File: src/rtl/alu_seq.sv
// Sequential ALU: single-cycle logic/arithmetic ops, bit-serial shifts and a shift-add multiplier.
// IDLE accepts a request, BUSY iterates shifts/multiply, DONE holds the result until it is consumed.
module alu_seq #(
    parameter int WIDTH = 16
) (
    input  logic             clk,
    input  logic             rst_n,
    input  logic             in_valid,
    output logic             in_ready,
    input  logic [3:0]       op,
    input  logic [WIDTH-1:0] a,
    input  logic [WIDTH-1:0] b,
    output logic             out_valid,
    input  logic             out_ready,
    output logic [WIDTH-1:0] result,
    output logic [3:0]       flags,
    output logic             err,
    output logic [1:0]       state_dbg
);
    localparam int CW = $clog2(WIDTH);

    localparam logic [1:0] IDLE = 2'd0;
    localparam logic [1:0] BUSY = 2'd1;
    localparam logic [1:0] DONE = 2'd2;

    localparam logic [3:0] OP_MOVB = 4'd0;
    localparam logic [3:0] OP_MOVA = 4'd1;
    localparam logic [3:0] OP_ADD  = 4'd2;
    localparam logic [3:0] OP_SUB  = 4'd3;
    localparam logic [3:0] OP_OR   = 4'd4;
    localparam logic [3:0] OP_AND  = 4'd5;
    localparam logic [3:0] OP_XOR  = 4'd6;
    localparam logic [3:0] OP_XNOR = 4'd7;
    localparam logic [3:0] OP_NOT  = 4'd8;
    localparam logic [3:0] OP_SHL  = 4'd9;
    localparam logic [3:0] OP_SHR  = 4'd10;
    localparam logic [3:0] OP_SAR  = 4'd11;
    localparam logic [3:0] OP_MINU = 4'd12;
    localparam logic [3:0] OP_MUL  = 4'd13;

    logic [1:0]       state;
    logic [3:0]       op_r;
    logic [WIDTH-1:0] a_r;
    logic [WIDTH-1:0] b_r;
    logic [WIDTH-1:0] hi;
    logic [CW-1:0]    cnt;

    logic [WIDTH:0]   sum;
    logic [WIDTH:0]   diff;
    logic [WIDTH-1:0] sc_res;
    logic             sc_c;
    logic             sc_v;
    logic             sc_err;
    logic [3:0]       sc_flags;
    logic [CW-1:0]    shamt;
    logic             is_shift;
    logic [WIDTH-1:0] sh_next;
    logic             sh_out;
    logic [WIDTH:0]   mul_sum;
    logic [WIDTH-1:0] mul_lo;

    // Handshake: a request transfers on a rising edge with in_valid && in_ready; a result
    // transfers on a rising edge with out_valid && out_ready. in_ready is high only in IDLE,
    // out_valid only in DONE, so a new request can never overlap an undelivered result.
    assign in_ready  = (state == IDLE);
    assign out_valid = (state == DONE);
    assign state_dbg = state;

    assign shamt    = b[CW-1:0];
    assign is_shift = (op == OP_SHL) || (op == OP_SHR) || (op == OP_SAR);

    always_comb begin
        sum    = {1'b0, a} + {1'b0, b};
        diff   = {1'b0, a} - {1'b0, b};
        sc_res = '0;
        sc_c   = 1'b0;
        sc_v   = 1'b0;
        sc_err = 1'b0;
        case (op)
            OP_MOVB: sc_res = b;
            OP_MOVA: sc_res = a;
            OP_ADD: begin
                sc_res = sum[WIDTH-1:0];
                sc_c   = sum[WIDTH];
                sc_v   = (a[WIDTH-1] == b[WIDTH-1]) && (sum[WIDTH-1] != a[WIDTH-1]);
            end
            OP_SUB: begin
                sc_res = diff[WIDTH-1:0];
                sc_c   = diff[WIDTH];
                sc_v   = (a[WIDTH-1] != b[WIDTH-1]) && (diff[WIDTH-1] != a[WIDTH-1]);
            end
            OP_OR:   sc_res = a | b;
            OP_AND:  sc_res = a & b;
            OP_XOR:  sc_res = a ^ b;
            OP_XNOR: sc_res = ~(a ^ b);
            OP_NOT:  sc_res = ~a;
            // Zero-length shift completes immediately with the operand unchanged.
            OP_SHL, OP_SHR, OP_SAR: sc_res = a;
            OP_MINU: sc_res = (a < b) ? a : b;
            OP_MUL:  sc_res = '0;
            default: sc_err = 1'b1;
        endcase
    end

    assign sc_flags = sc_err ? 4'b0000 : {sc_res[WIDTH-1], (sc_res == '0), sc_c, sc_v};

    always_comb begin
        sh_next = a_r;
        sh_out  = 1'b0;
        case (op_r)
            OP_SHL: begin
                sh_next = {a_r[WIDTH-2:0], 1'b0};
                sh_out  = a_r[WIDTH-1];
            end
            OP_SHR: begin
                sh_next = {1'b0, a_r[WIDTH-1:1]};
                sh_out  = a_r[0];
            end
            OP_SAR: begin
                sh_next = {a_r[WIDTH-1], a_r[WIDTH-1:1]};
                sh_out  = a_r[0];
            end
            default: ;
        endcase
    end

    // {hi, b_r} is the product register; the multiplier is consumed from b_r's LSB.
    assign mul_sum = {1'b0, hi} + (b_r[0] ? {1'b0, a_r} : '0);
    assign mul_lo  = {mul_sum[0], b_r[WIDTH-1:1]};

    always_ff @(posedge clk or negedge rst_n) begin
        if (!rst_n) begin
            state  <= IDLE;
            op_r   <= '0;
            a_r    <= '0;
            b_r    <= '0;
            hi     <= '0;
            cnt    <= '0;
            result <= '0;
            flags  <= '0;
            err    <= 1'b0;
        end else begin
            case (state)
                IDLE: begin
                    if (in_valid) begin
                        op_r <= op;
                        a_r  <= a;
                        b_r  <= b;
                        hi   <= '0;
                        if (op == OP_MUL) begin
                            cnt   <= CW'(WIDTH - 1);
                            state <= BUSY;
                        end else if (is_shift && (shamt != '0)) begin
                            cnt   <= shamt - CW'(1);
                            state <= BUSY;
                        end else begin
                            result <= sc_res;
                            flags  <= sc_flags;
                            err    <= sc_err;
                            state  <= DONE;
                        end
                    end
                end
                BUSY: begin
                    cnt <= cnt - CW'(1);
                    if (op_r == OP_MUL) begin
                        hi  <= mul_sum[WIDTH:1];
                        b_r <= mul_lo;
                    end else begin
                        a_r <= sh_next;
                    end
                    if (cnt == '0) begin
                        state <= DONE;
                        err   <= 1'b0;
                        if (op_r == OP_MUL) begin
                            result <= mul_lo;
                            flags  <= {mul_lo[WIDTH-1], (mul_lo == '0), (|mul_sum[WIDTH:1]), 1'b0};
                        end else begin
                            result <= sh_next;
                            flags  <= {sh_next[WIDTH-1], (sh_next == '0), sh_out, 1'b0};
                        end
                    end
                end
                DONE: begin
                    if (out_ready) state <= IDLE;
                end
                default: state <= IDLE;
            endcase
        end
    end

endmodule

File: config.mk
export PLATFORM = sky130hd
export DESIGN_NAME = alu_seq
export DESIGN_NICKNAME = d
export VERILOG_FILES = /design/src/rtl/alu_seq.sv
export SDC_FILE = /design/constraint.sdc
export NUM_CORES = 1
export LEC_CHECK = 0
export BUFFER_PORTS_ARGS = -buffer_cell sky130_fd_sc_hd__buf_4
export CAP_MARGIN = 40
export CELL_PAD_IN_SITES_DETAIL_PLACEMENT = 0
export CELL_PAD_IN_SITES_GLOBAL_PLACEMENT = 1
export CORE_MARGIN = 10
export CORE_UTILIZATION = 35
export CTS_CLUSTER_DIAMETER = 30
export DETAILED_ROUTE_END_ITERATION = 8
export PLACE_DENSITY_LB_ADDON = 0.15
export SLEW_MARGIN = 30
export SYNTH_ARGS = -nofsm -noshare
export SYNTH_HDL_FRONTEND = slang
export SYNTH_SLANG_ARGS = --single-unit
File: constraint.sdc
create_clock -name clk -period 3.8 [get_ports clk]
set_input_delay 0.76 -clock clk [delete_from_list [all_inputs] [get_ports clk]]
set_output_delay 0.76 -clock clk [all_outputs]
set_load 0.03 [all_outputs]
Word-level counts from Yosys, hierarchy flattened
Index checks and enable logic that the tools add are counted.
Cells by class
  add/subtract/negate cells: 5
  equal/unequal tests: 31
  bitwise gates (word level): 5
  multiplexer cells: 45
  magnitude comparators: 1
  reduce and logical (&&, ||, !) cells: 23
Operators with widths (count)
  16-bit two-way mux: 13
  16-bit one-hot mux with 10 select lines: 1
  16-bit one-hot mux with 2 select lines: 4
  16-bit logical NOT: 3
  16-bit one-hot mux with 3 select lines: 1
  4-bit == test (second input constant): 10
  4-bit two-way mux: 9
  16-bit by 16-bit adder with 17-bit output: 2
  16-bit inverter: 2
  16-bit by 16-bit subtractor with 17-bit output: 1
  16-bit bitwise AND: 1
  4-bit by 3-bit == test with 1-bit output (second input constant): 4
  16-bit less-than comparator: 1
  16-bit OR: 1
  4-bit one-hot mux with 2 select lines: 2
  16-bit OR reduction: 1
  16-bit XOR: 1
  14-bit OR reduction: 1
  2-bit != test (second input constant): 6
  3-bit AND reduction: 4
  2-bit two-way mux: 5
  4-bit by 2-bit == test with 1-bit output (second input constant): 2
  4-bit logical NOT: 2
  1-bit one-hot mux with 2 select lines: 4
  19 further kinds: 29
Word-level totals
  input port bits: 40
  flip-flop bits (word level): 79
  word-level logic and storage cells: 119
  output and inout bits: 25

Logic depth before layout (Yosys ltp)
  depth in word-level cells: 9
  mapped depth: 14
  gate-level depth less buffers: 12

Least setup slack after synthesis
No wires, ideal clock.
  path kind: input to register
  from: input b[7]
  to: register flags[2]
  arrival: 3.788 ns
  data required time: 3.708 ns
  buffers on the path: 1
  stages on the path: 12
  setup time: 0.092 ns
  setup slack: -0.080 ns
  path through: inv_1 ha_1 buf_2 or4_1 o21bai_1 a21o_1 a21oi_1 mux2_1 a211oi_1 nand4_1 or4_1 o31ai_2
Between the ends
  longest elaborated chain between the ends: 9
  elaborated cells between the ends (all ways): 15
  those cells by class: 2 x add/sub; 1 x order compare; 7 x mux; 4 x bitwise; 1 x reduce/logical
RTL lines
  from (decl): line 12  | input logic [WIDTH-1:0] b,
  16-bit less-than comparator or 16-bit XOR (tied branches): line 99, 94, 95
  16-bit two-way mux or 16-bit inverter (tied branches): line 99, 95
  16-bit one-hot mux with 10 select lines *: line 79  | case (op)
  16-bit logical NOT *: line 105  | assign sc_flags = sc_err ? 4'b0000 : {sc_res[WIDTH-1], (sc_res == '0), sc_c, sc_v};
  4-bit two-way mux *: line 105
  4-bit two-way mux *: line 153  | end else if (is_shift && (shamt != '0)) begin
  4-bit two-way mux *: line 150  | if (op == OP_MUL) begin
  4-bit two-way mux *: line 145  | if (in_valid) begin
  4-bit one-hot mux with 2 select lines *: line 143  | case (state)
  to (signal assigned): line 158  | flags <= sc_flags;
  to (signal assigned): line 177  | flags <= {mul_lo[WIDTH-1], (mul_lo == '0), (|mul_sum[WIDTH:1]), 1'b0};
  to (signal assigned): line 180  | flags <= {sh_next[WIDTH-1], (sh_next == '0), sh_out, 1'b0};
  to (decl): line 16  | output logic [3:0] flags,
Mark *: on every way between the ends. The rest lies on a longest branch, timed or not. The select of a mux whose other input is x is not followed.
A chain may end at the register's enable or synchronous reset.

Worst setup path after layout
  from: input a[1]
  to: register flags[2]
Between the ends
  longest elaborated chain between the ends: 9
  elaborated cells between the ends (all ways): 16
  those cells by class: 2 x add/sub; 1 x order compare; 7 x mux; 5 x bitwise; 1 x reduce/logical
RTL lines
  from (decl): line 11  | input logic [WIDTH-1:0] a,
  16-bit less-than comparator or 16-bit XOR (tied branches): line 99, 94, 95
  16-bit two-way mux or 16-bit inverter (tied branches): line 99, 95
  16-bit one-hot mux with 10 select lines *: line 79
  16-bit logical NOT *: line 105
  4-bit two-way mux *: line 105
  4-bit two-way mux *: line 153
  4-bit two-way mux *: line 150
  4-bit two-way mux *: line 145
  4-bit one-hot mux with 2 select lines *: line 143
Marked as above.

==> flow_summary.json <==
{
  "ant_nets": 0,
  "fillers": 2564,
  "cts_root_buffer": "clkbuf_16",
  "end_kind": "flip-flop",
  "start_util": 0.358,
  "ioPinCount": 65,
  "r2r-start": "a_r[0]$_DFFE_PN0P_",
  "synth-seq-cells": 79,
  "htreeDepth": 3,
  "clock_latency_ns": 0.35,
  "die_w_um": 178,
  "register_area_mm2": 0.00198,
  "crit_family": "compound AO/OA/AOI/OAI gates",
  "slowest_delay_ns": 0.51,
  "outcome": "finished, final reports clean",
  "post-dp-hpwl_mm": 30.0,
  "diodes": 0,
  "portBuffers": 64,
  "worst_setup_path_start_kind": "input port",
  "worstPathRequired_ns": 4.05,
  "ff2ff_setup_slack_ns": 0.43,
  "synth_fp_nets": 1310,
  "synthFlopType": "dfrtp_1",
  "crit_type": "in2reg",
  "p_leak_nw": 5.23,
  "synth_cell_types": 87,
  "synth_top_cell_by_area": "dfrtp_1",
  "fin_crit_sh": 0.968,
  "globalRoute.totalOverflow": 0,
  "first_pass_iters": 5,
  "synth_top_area_share": 0.225,
  "layout-drive-gt1-share": 0.211,
  "period_minus_slack_ns": 3.68,
  "wl_mm": 37.5,
  "pwr_density_cell_mw_per_mm2": 515,
  "post_drt_wl_per_cell_um": 22.0,
  "cts_sinks": 79,
  "multi_input_area_mm2": 0.00630,
  "skew_ns": 0.00998,
  "place_congestion": 0.999,
  "die_h_um": 178,
  "drv_slew": 0,
  "rows": 57,
  "die_area_mm2": 0.0318,
  "final_core_util": 0.455,
  "grt_pass1_wl_mm": 57.0,
  "max_freq_mhz": 272,
  "path_clk_slew_ns": 0.06,
  "drv_cap": 0,
  "antenna_found_initial": 0,
  "async_reset_ff_frac": 1.00,
  "crit_fanout": 7,
  "setup_tns_ns": 0,
  "final_nets": 1486,
  "hold_path.class": "in2async",
  "cts_buffers": 9,
  "total_power_w": 0.00575,
  "crit_start": "a[1]",
  "synth_edf_count": 0,
  "grt_usage": 0.231,
  "drt-initial-drc-count": 857,
  "worstPathCellList": "buf_4 -> buf_4 -> ha_1 -> o21ba_1 -> nor4_1 -> clkdlybuf4s18_2 -> o31ai_1 -> mux2i_1 -> a311o_1 -> a211oi_1 -> buf_4 -> nand4_1 -> or4_1 -> o31ai_2",
  "setup_viol": 0,
  "critPathBufInv": 4,
  "arrival_ns": 3.93,
  "worstMarginPinSlew_ns": 0.764,
  "netlist_instances": 1201,
  "cts_tree": "built",
  "drc": 0,
  "holdBufCountCts": 0,
  "vias_per_cell": 5.72,
  "ys_seq_area_frac": 0.225,
  "slew_headroom": 0.490,
  "synth_area_mm2": 0.00878,
  "area_growth_pct": 27.2,
  "cpMostUsedCell": "buf_4",
  "rsz0062_at_grt": "yes",
  "num_vias": 9759,
  "synth_top_cells_by_area": "dfrtp_1 (23%), ha_1 (9.4%), a21oi_1 (7.0%)",
  "core_mm2": 0.0245,
  "yosysWarnings": 0,
  "cp_slowest_cell": "o31ai_1",
  "grt_max_degree": 80,
  "syn_area_per_cell_um2": 7.31,
  "clock_path_buffers": 2,
  "finalHoldViolations": 0,
  "first_global_vias": 9661,
  "ir_drop_uv": 411
}
[power breakdown]
group | total [W] | internal [W] | switching (W)
Sequential | 0.00154 | 0.00117 | 0.000369
Clock | 0.00106 | 0.000705 | 0.000360
Combinational | 0.00315 | 0.00119 | 0.00196
Total | 0.00575 | 0.00306 | 0.00269
[routing by layer]
metal  vias to the layer above  wire, um  global-route usage
li1                       4755         -                   -
met4                         0      1380              0.0940
met1                      4611     16200               0.294
met2                       321     17600               0.388
met5                         -         0                   0
met3                        72      2230              0.0296
[through the flow]
step	std cells	hold WS, ns	setup slack [ns]	instance area (um^2)
floorplan	1201	0.456	0.0166	8780
global placement	1687	0.467	-0.597	10700
detailed placement	1690	0.472	-0.405	10800
CTS	1705	0.485	0.0816	11100
global route	1705	0.505	-0.0380	11200
finish	1705	0.429	0.123	11200
[worst register-to-register path, stage by stage, from the launching register on]
cell	delay (ns)
dfrtp_1	0.46
and2_1	0.18
ha_1	0.22
fa_1	0.44
a211oi_1	0.26
o21bai_1	0.14
a31o_2	0.30
a2111oi_0	0.42
o21bai_1	0.16
nor2_1	0.15
a21oi_1	0.06
nor4_1	0.26
buf_4	0.16
o22ai_1	0.06
[layout by cell type, fill, tap and decap left out, types with 6 or more instances in the layout]
cell type    n
a211o_1      8
a211oi_1    20
a21o_1      14
a21oi_1    122
a221oi_1     7
a22o_1      16
a22oi_1     12
a31oi_1     10
and2_1      22
and3_1       9
buf_4      243
clkbuf_16    9
dfrtp_1     79
ha_1        66
inv_1       54
mux2i_1     21
nand2_1    126
nand2b_1    17
nand3_1     34
nand4_1     12
nor2_1     112
nor2b_1      9
nor3_1      27
nor3b_1      6
nor4_1      13
o211ai_1     8
o21a_1      12
o21ai_0    106
o21ai_1      7
o21bai_1     8
o22ai_1     10
o31ai_1      9
or3_1        8
xnor2_1     12
xor2_1      10
[cells in the mapped netlist, types with 16 or more instances]
cell type and n:
inv_1 54, a211oi_1 21, nor3_1 28, nand2b_1 18
dfrtp_1 79, nand2_1 126, o21ai_0 106, and2_1 22
ha_1 66, mux2i_1 21, nand3_1 34, a22o_1 16
clkbuf_1 58, buf_2 17, nor2_1 113, a21oi_1 123
[sequential cells by signal, indices dropped and copies added, names as in the netlist]
signal	count
a_r	16
b_r	16
cnt	4
err	1
flags	4
hi	16
op_r	4
result	16
state_dbg	2
[repair_timing]
item | 4_1_cts | 5_1_grt
setup buffers | 0 | 0
setup endpoints to repair | 1 | 4
pin swaps | 0 | 1
resized for setup | 2 | 5
[final cells by class]
cell class,count,share of cell area
clock buffers,9,0.0202
well taps,324,0.0363
multi-input cells,982,0.564
inverters,56,0.0188
flip-flops and latches,79,0.177
clock inverters,6,0.0120
repair buffers,249,0.172
[final timing paths]
| check | to | cells past startpoint |
|---|---|---|
| worst max-delay path | flags[2]$_DFFE_PN0P_ | 14 |
| worst min-delay path | hi[3]$_DFFE_PN0P_ | 1 |
| worst max register to register | flags[1]$_DFFE_PN0P_ | 13 |
| worst min register to register | result[7]$_DFFE_PN0P_ | 2 |
| max in group asynchronous | hi[5]$_DFFE_PN0P_ | 1 |
| min in group clk | result[7]$_DFFE_PN0P_ | 2 |
[kinds of logic after synthesis]
family | share of synthesized area
xor+xnor | 0.0219
fa+ha+maj | 0.101
compound gates | 0.325
simple gates | 0.231
mux | 0.0321
buf+inv | 0.0636
flops | 0.225
Power figures use the tool's default switching activity.
